==> src/rtl/ir_carrier_pkg.sv <==
// Shared types for the IR carrier generator: controller state and run mode encodings.
package ir_carrier_pkg;

  typedef enum logic {
    IDLE = 1'b0,
    RUN  = 1'b1
  } state_t;

  typedef enum logic {
    MODE_CONT  = 1'b0,
    MODE_BURST = 1'b1
  } mode_t;

endpackage

==> src/rtl/carrier_shadow_reg.sv <==
// Double-buffered period/high-time registers: load fills the pending copy and
// apply promotes a valid pending copy to the active pair on the same edge.
module carrier_shadow_reg #(
  parameter int WIDTH = 16
) (
  input  logic             clock_in,
  input  logic             reset_n_in,
  input  logic             load,
  input  logic             apply,
  input  logic [WIDTH-1:0] period_in,
  input  logic [WIDTH-1:0] high_in,
  output logic [WIDTH-1:0] period_active,
  output logic [WIDTH-1:0] high_active,
  output logic [WIDTH-1:0] high_upcoming
);

  logic [WIDTH-1:0] period_p;
  logic [WIDTH-1:0] high_p;
  logic             pend_v;

  // A load on the same edge as an apply lands in pending and waits for the next apply.
  always_ff @(posedge clock_in or negedge reset_n_in) begin
    if (!reset_n_in) begin
      period_active <= '0;
      high_active   <= '0;
      period_p      <= '0;
      high_p        <= '0;
      pend_v        <= 1'b0;
    end else begin
      if (apply && pend_v) begin
        period_active <= period_p;
        high_active   <= high_p;
      end
      if (load) begin
        period_p <= period_in;
        high_p   <= high_in;
        pend_v   <= 1'b1;
      end else if (apply) begin
        pend_v <= 1'b0;
      end
    end
  end

  // High time that will be active after this edge, so the registered output can look ahead.
  assign high_upcoming = (apply && pend_v) ? high_p : high_active;

endmodule

==> src/rtl/ir_carrier_generator.sv <==
// Carrier/PWM generator for the IR transmit path: continuous or N-period burst,
// with glitch-free timing updates taken only at period boundaries.
module ir_carrier_generator
  import ir_carrier_pkg::*;
#(
  parameter int WIDTH       = 16,
  parameter int BURST_WIDTH = 16
) (
  input  logic                   clock_in,
  input  logic                   reset_n_in,
  input  logic                   enable_in,
  input  logic [WIDTH-1:0]       period_in,
  input  logic [WIDTH-1:0]       high_in,
  input  logic                   load_in,
  input  logic                   mode_in,
  input  logic [BURST_WIDTH-1:0] burst_count_in,
  input  logic                   start_in,
  output logic                   pwm_out,
  output logic                   busy_out,
  output logic                   done_out
);

  state_t                 state_r, state_n;
  mode_t                  mode_r, mode_n;
  logic [WIDTH-1:0]       cnt_r, cnt_n;
  logic [BURST_WIDTH-1:0] rem_r, rem_n;
  logic [WIDTH-1:0]       period_r, high_r, high_upcoming;
  logic                   apply, wrap, pwm_n, done_n;

  carrier_shadow_reg #(.WIDTH(WIDTH)) u_shadow (
    .clock_in      (clock_in),
    .reset_n_in    (reset_n_in),
    .load          (load_in),
    .apply         (apply),
    .period_in     (period_in),
    .high_in       (high_in),
    .period_active (period_r),
    .high_active   (high_r),
    .high_upcoming (high_upcoming)
  );

  assign wrap = (cnt_r == period_r);

  // Next-state logic; pwm is computed from next count and next high time so it is registered.
  always_comb begin
    state_n = state_r;
    mode_n  = mode_r;
    cnt_n   = cnt_r;
    rem_n   = rem_r;
    done_n  = 1'b0;
    apply   = 1'b0;
    unique case (state_r)
      IDLE: begin
        apply = 1'b1;
        cnt_n = '0;
        if (enable_in && start_in) begin
          mode_n = mode_t'(mode_in);
          rem_n  = burst_count_in;
          if (mode_t'(mode_in) == MODE_BURST && burst_count_in == '0)
            done_n = 1'b1;
          else
            state_n = RUN;
        end
      end
      RUN: begin
        if (!enable_in) begin
          state_n = IDLE;
          cnt_n   = '0;
        end else if (wrap) begin
          apply = 1'b1;
          cnt_n = '0;
          if (mode_r == MODE_BURST) begin
            rem_n = rem_r - BURST_WIDTH'(1);
            if (rem_r == BURST_WIDTH'(1)) begin
              state_n = IDLE;
              done_n  = 1'b1;
            end
          end
        end else begin
          cnt_n = cnt_r + WIDTH'(1);
        end
      end
      default: state_n = IDLE;
    endcase
    pwm_n = (state_n == RUN) && (cnt_n < (apply ? high_upcoming : high_r));
  end

  always_ff @(posedge clock_in or negedge reset_n_in) begin
    if (!reset_n_in) begin
      state_r  <= IDLE;
      mode_r   <= MODE_CONT;
      cnt_r    <= '0;
      rem_r    <= '0;
      pwm_out  <= 1'b0;
      done_out <= 1'b0;
    end else begin
      state_r  <= state_n;
      mode_r   <= mode_n;
      cnt_r    <= cnt_n;
      rem_r    <= rem_n;
      pwm_out  <= pwm_n;
      done_out <= done_n;
    end
  end

  assign busy_out = (state_r == RUN);

endmodule
==> config.mk <==
export PLATFORM = sky130hd
export DESIGN_NAME = ir_carrier_generator
export DESIGN_NICKNAME = d
export VERILOG_FILES = /design/src/rtl/ir_carrier_pkg.sv /design/src/rtl/carrier_shadow_reg.sv /design/src/rtl/ir_carrier_generator.sv
export SDC_FILE = /design/constraint.sdc
export NUM_CORES = 1
export LEC_CHECK = 0
export ABC_CLOCK_PERIOD_IN_PS = 3680
export CAP_MARGIN = 20
export CORE_MARGIN = 2
export CORE_UTILIZATION = 30
export CTS_CLUSTER_DIAMETER = 120
export DETAILED_ROUTE_END_ITERATION = 10
export GPL_ROUTABILITY_DRIVEN = 1
export MAX_ROUTING_LAYER = met4
export PLACE_DENSITY_LB_ADDON = 0.3
export REMOVE_ABC_BUFFERS = 1
export SYNTH_ARGS = -nofsm -noshare
export SYNTH_HDL_FRONTEND = slang
export SYNTH_SLANG_ARGS = --single-unit
==> constraint.sdc <==
create_clock -name clock_in -period 3.68 [get_ports clock_in]
set_clock_uncertainty 0.2 [all_clocks]
set_input_delay 0.92 -clock clock_in [delete_from_list [all_inputs] [get_ports clock_in]]
set_output_delay 0.92 -clock clock_in [all_outputs]
set_load 0.1 [all_outputs]
==> Word-level counts from Yosys, hierarchy flattened <==
Cells that the tools add are included.
{ "word_totals": {"output_inout_bits": 3, "inputBits": 54, "ff_bits": 101, "word_cells": 58} }
{ "op_classes": {"n_reduce_logical": 8, "eq_ne": 6, "n_bitwise": 1, "muxes": 29, "order_cmp": 1, "addsub": 2} }
{ "ops": {"columns": ["operator", "n"], "rows": [
  ["two-way mux 16 bit", 8],
  ["case mux 16 bit (2 select lines)", 2],
  ["adder 16 x 1 -> 16 bit (second input constant)", 1],
  ["equality test 16 x 1 -> 1 bit (second input constant)", 1],
  ["equality test 16 bit", 1],
  ["logical NOT 16 bit", 1],
  ["less-than comparator 16 bit", 1],
  ["two-way mux 1 bit", 16],
  ["subtractor 16 x 1 -> 16 bit (second input constant)", 1],
  ["case mux 1 bit (2 select lines)", 3],
  ["logical AND 1 bit", 4],
  ["inequality test 2 x 1 -> 1 bit (second input constant)", 2],
  ["inequality test 2 bit (second input constant)", 2],
  ["AND reduction 4 bit", 1],
  ["AND reduction 2 bit", 1],
  ["nonzero test 2 bit", 1],
  ["NOT 1 bit", 1]
]} }

==> Longest topological paths before layout <==
{ "depth": {"word_depth": 9, "depth_mapped": 16, "mapped_depth_nobuf": 14} }

==> Hierarchy <==
From an unflattened synthesis, not the netlist that was laid out.
{ "unflattened": {"hier_cells": 455, "hier_area_um2": 5441.5} }
{ "by_module_without_submodules": {"columns": ["module", "area_each_um2", "cells_per_inst", "instances", "seq_area_each_um2"], "rows": [
  ["ir_carrier_generator", 2859.0, 316, 1, 900.9],
  ["carrier_shadow_reg", 2582.5, 139, 1, 1626.6]
]} }

==> Least setup slack after synthesis <==
Ideal clock, no wire load.
{ "synth_path": {"kind": "register -> register", "from": "register state_r (netlist: busy_out)", "to": "register pwm_out", "n_path_buf": 2, "stages_incl_launch_ff": 12, "setup_ns": 0.067, "path_slack_ns": 0.244, "arrival_time_ns": 3.170, "t_required_ns": 3.413, "period_less_slack_ns": 3.436, "path_cell_list": "dfrtp_1 -> inv_1 -> o21ai_1 -> buf_6 -> buf_2 -> mux2i_1 -> ha_1 -> a211oi_1 -> nand2b_1 -> o211ai_1 -> a221oi_1 -> and3_1"} }
{ "synth_between": {"elab_chain_len": 7, "word_cells_on_any_way": 9, "cone_classes": "order compare (1); mux (5); bitwise (1); reduce/logical (2)"} }
{ "synth_rtl": {"columns": ["element", "line_no", "rtl"], "rows": [
  ["start: declaration", "ir_carrier_generator.sv:23", "state_t state_r, state_n;"],
  ["start signal: assignment", "ir_carrier_generator.sv:97", "state_r <= state_n;"],
  ["NOT 1 bit (no source line)", null, null],
  ["case mux 1 bit (2 select lines)", "ir_carrier_generator.sv:52", "unique case (state_r)"],
  ["logical AND 1 bit", "carrier_shadow_reg.sv:45", "assign high_upcoming = (apply && pend_v) ? high_p : high_active;"],
  ["two-way mux 16 bit", "carrier_shadow_reg.sv:45", null],
  ["two-way mux 16 bit", "ir_carrier_generator.sv:85", "pwm_n = (state_n == RUN) && (cnt_n < (apply ? high_upcoming : high_r));"],
  ["less-than comparator 16 bit", "ir_carrier_generator.sv:85", null],
  ["logical AND 1 bit (*)", "ir_carrier_generator.sv:85", null],
  ["named net pwm_n", "ir_carrier_generator.sv:28", "logic apply, wrap, pwm_n, done_n;"],
  ["end signal: assignment", "ir_carrier_generator.sv:101", "pwm_out <= pwm_n;"],
  ["end: declaration", "ir_carrier_generator.sv:18", "output logic pwm_out,"]
]} }
Mark *: on every way through the listed nets, which the timed path passes. The rest lies on a longest branch.
A chain may end at the register's enable or synchronous reset.

==> Worst setup path in the final report <==
{ "layout_path": {"from": "register cnt_r[4]", "to": "register pwm_out"} }
{ "layout_between": {"elab_chain_len": 9, "word_cells_on_any_way": 16, "cone_classes": "add/sub (1); order compare (1); eq/ne (1); mux (11); reduce/logical (2)"} }
{ "layout_rtl": {"columns": ["element", "line_no", "rtl"], "rows": [
  ["start: declaration", "ir_carrier_generator.sv:25", "logic [WIDTH-1:0] cnt_r, cnt_n;"],
  ["start signal: assignment", "ir_carrier_generator.sv:99", "cnt_r <= cnt_n;"],
  ["parallel branches: the longest is 8 deep, another holds adder 16 x 1 -> 16 bit", null, null],
  ["logical AND 1 bit (*)", "ir_carrier_generator.sv:85", null],
  ["named net pwm_n", "ir_carrier_generator.sv:28", null]
]} }
Mark *: on every way through the listed nets, which the timed path passes.

==> flow_summary.ini <==
[sta]
period_share_pct = 92.7
fmax_ghz = 0.293
rsz0062_at_grt = no
worst_slack_ps = 268
timing.final.crit_period_ps = 3410
relSlewSlack_pct = 63.1
report.final.slew_viol_count = 0
setup_viol = 0
tightest_slew_ps = 553
hold_viol_final = 0

[placed_design]
globalplace.congestion = 0.847
pre_cts_ws_ps = -25.9
place_hpwl_um = 8370
portBuffers = 56
place_area_um2 = 6110

[finish]
num-nets-final = 586
drive_gt1_share_pct = 22.5
syn_to_final_growth_pct = 24.1
postLayoutCellArea_um2 = 6430
diodes = 0

[power_and_ir_drop]
power.switching_uw = 891
pwr-share-seq_pct = 46.4
p_comb_share_pct = 21.3
leakage_nw = 2.76
netSwitchingFraction_pct = 28.5
max-vdd-ir-drop_mv = 0.265
p_int_mw = 2.23
power.density_nw_per_um2 = 486
clkPwrFrac_pct = 32.3

[setup_path]
critPathKind = flop to flop
start_kind = flop
required_ps = 3770
setup.worst_path.end_class = flop
cp.arrival_ps = 3510
rrSetupSlack_ps = 270
cp_max_fo = 13

[route]
wire_per_inst_um = 15.5
route.vias.total = 3650
drt_iter0_drc = 215
routed_via_density = 4.91
dr.pass1.iters = 4
route.detailed.drc = 0
ant_nets = 0
wl_um = 11500

[synth]
synthFlopType = dfrtp_1
synth-edff-count = 0
synth_top_area_share_pct = 48.8
synth.avg_cell_area_um2 = 11.7
synth_area_leaders = dfrtp_1 (49%), mux2_2 (11%), ha_1 (4.3%)
syn_area_um2 = 5180
yosysUniqueCellTypes = 52
syn_inst = 443
synthArstFlopShare_pct = 100
yosysTopAreaCell = dfrtp_1
yosysSeqAreaShare_pct = 48.8
synth-seq-cells = 101
ys_warn_count = 0

[global_route]
grt_overflow_total = 0
antenna_found_initial = 0
first_global_vias = 3776
grtUsageTotal_pct = 14.0
grt_max_degree = 82
grt_first_pass_wirelength_um = 19400

[job]
max_cap_violations = 0

[min_path]
min_path_type = primary input to asynchronous set/reset pin

[clock_network]
ctsHtreeMaxLevel = 3
cts_root_buffer = clkbuf_16
clk_pin_slew_ps = 80
cts_buffer_depth = 2
cts_buffers = 9
post_cts_resized = 0
tritoncts = yes
clkSinkCount = 101
post_cts_buffers = 0
hold_buffers = 0
insertion_delay_ps = 360

[floorplanning]
die_y_um = 135
rows = 48
die_area_um2 = 18300
floorplan.core_area_um2 = 17100
initial_utilization_pct = 30.4
ios = 57
dieWidth_um = 135

[status]
status = finished clean
[power by group through the flow]
stage	Combinational, mW	Clock (mW)	Sequential, mW
6_report	0.663	1.01	1.45
5_1_grt	0.737	1.09	1.48
4_1_cts	0.672	1.05	1.45
3_5_place_dp	0.667	0	1.47
3_3_place_gp	0.654	0	1.47
2_1_floorplan	0.449	0	1.44
[cells in the mapped netlist (2+ instances only)]
library cell	number
nand2b_1	3
nand3_1	16
xor2_1	24
and3_1	5
a31oi_1	2
a41oi_1	2
o32ai_1	3
nor2_1	34
a32oi_1	2
a21oi_1	13
nor4b_1	2
nor3_1	7
nand2_1	25
nor2_2	2
clkbuf_1	10
a22o_1	2
nor4_2	3
a311oi_1	3
xnor2_1	6
o21a_1	2
mux2_2	50
inv_1	11
buf_6	4
nor4_1	7
buf_2	3
ha_1	18
a211oi_1	2
and2_1	2
mux2i_1	18
o211ai_1	6
o21ai_0	12
a32o_1	2
nand4_1	9
dfrtp_1	101
mux2_4	15
[final cells by class]
type / count / area, µm²
well taps: 225 / 282
repair buffers: 78 / 741
multi-input cells: 313 / 2520
clock buffers: 11 / 253
flip-flops and latches: 101 / 2530
fillers: 1679 / 10600
clock inverters: 5 / 63.8
inverters: 11 / 41.3
[worst max-delay path, cell delays in order, from the launching register on]
cell	delay (ps)
dfrtp_1	450
xor2_1	200
nor4_2	450
nand4_4	150
nor2_2	180
o21ai_4	80
buf_12	160
mux2i_1	150
ha_1	250
a211oi_1	320
nand2b_1	160
o211ai_1	110
a221oi_1	290
and3_1	200
[logic make-up (layout without fill, tap and decap cells)]
group	Yosys count	in the layout	share of synthesized area, %
buffers and inverters	29	105	2.75
AOI/OAI and AO/OA	62	62	8.27
muxes	83	83	18.7
DFF	101	101	48.8
adders and majority gates	18	18	4.35
xor gates and xnor gates	30	30	5.07
and+or+nand+nor	120	120	12.0
[routing by layer]
metal / global-route usage, % / vias up / share of wire (%)
li1: - / 1759 / -
met5: - / - / 0
met4: 3.53 / 0 / 1.0
met2: 22.0 / 83 / 46
met3: 3.97 / 9 / 4.7
met1: 17.8 / 1799 / 48
[final timing paths]
kind,start,endpoint,depth (start not counted)
max in group asynchronous,reset_n_in,u_shadow.high_active[9]$_DFF_PN0_,2
max,cnt_r[4]$_DFF_PN0_,pwm_out$_DFF_PN0_,13
min in group clock_in,u_shadow.period_p[4]$_DFFE_PN0P_,u_shadow.period_p[4]$_DFFE_PN0P_,1
max reg2reg,cnt_r[4]$_DFF_PN0_,pwm_out$_DFF_PN0_,13
min reg2reg,u_shadow.period_p[4]$_DFFE_PN0P_,u_shadow.period_p[4]$_DFFE_PN0P_,1
min,reset_n_in,u_shadow.period_p[3]$_DFFE_PN0P_,1
[cell usage in the layout (no fill, tap or decap), types with 5 or more instances in the layout]
| cell type | Yosys | routed |
|---|---|---|
| nand4_1 | 9 | 9 |
| o211ai_1 | 6 | 6 |
| buf_4 | 0 | 24 |
| clkdlybuf4s50_1 | 0 | 52 |
| nor4_1 | 7 | 7 |
| clkbuf_16 | 0 | 9 |
| nor3_1 | 7 | 7 |
| nor2_1 | 34 | 34 |
| xor2_1 | 24 | 24 |
| dfrtp_1 | 101 | 101 |
| a21oi_1 | 13 | 13 |
| o21ai_0 | 12 | 12 |
| nand3_1 | 16 | 16 |
| nand2_1 | 25 | 25 |
| and3_1 | 5 | 5 |
| xnor2_1 | 6 | 6 |
| inv_1 | 11 | 11 |
| mux2_2 | 50 | 50 |
| ha_1 | 18 | 18 |
| mux2_4 | 15 | 15 |
| mux2i_1 | 18 | 18 |
[registers in the layout, indices dropped and copies added, names as in the netlist]
name / count
u_shadow.pend_v: 1
u_shadow.high_p: 16
rem_r: 16
cnt_r: 16
mode_r: 1
u_shadow.high_active: 16
busy_out: 1
pwm_out: 1
u_shadow.period_p: 16
u_shadow.period_active: 16
done_out: 1
[per-stage QoR]
step	util, %	hold WS, ps	TNS, ps	power, mW	std cells
after detailed placement	35.8	293	-25.9	2.14	728
after global routing	37.7	251	0	3.30	744
after global placement	35.8	287	0	2.12	728
final	37.7	246	0	3.12	744
after CTS	37.7	242	0	3.17	744
after floorplan	-	277	-54620	1.89	425
No activity file was read; power rests on OpenSTA's default activity.
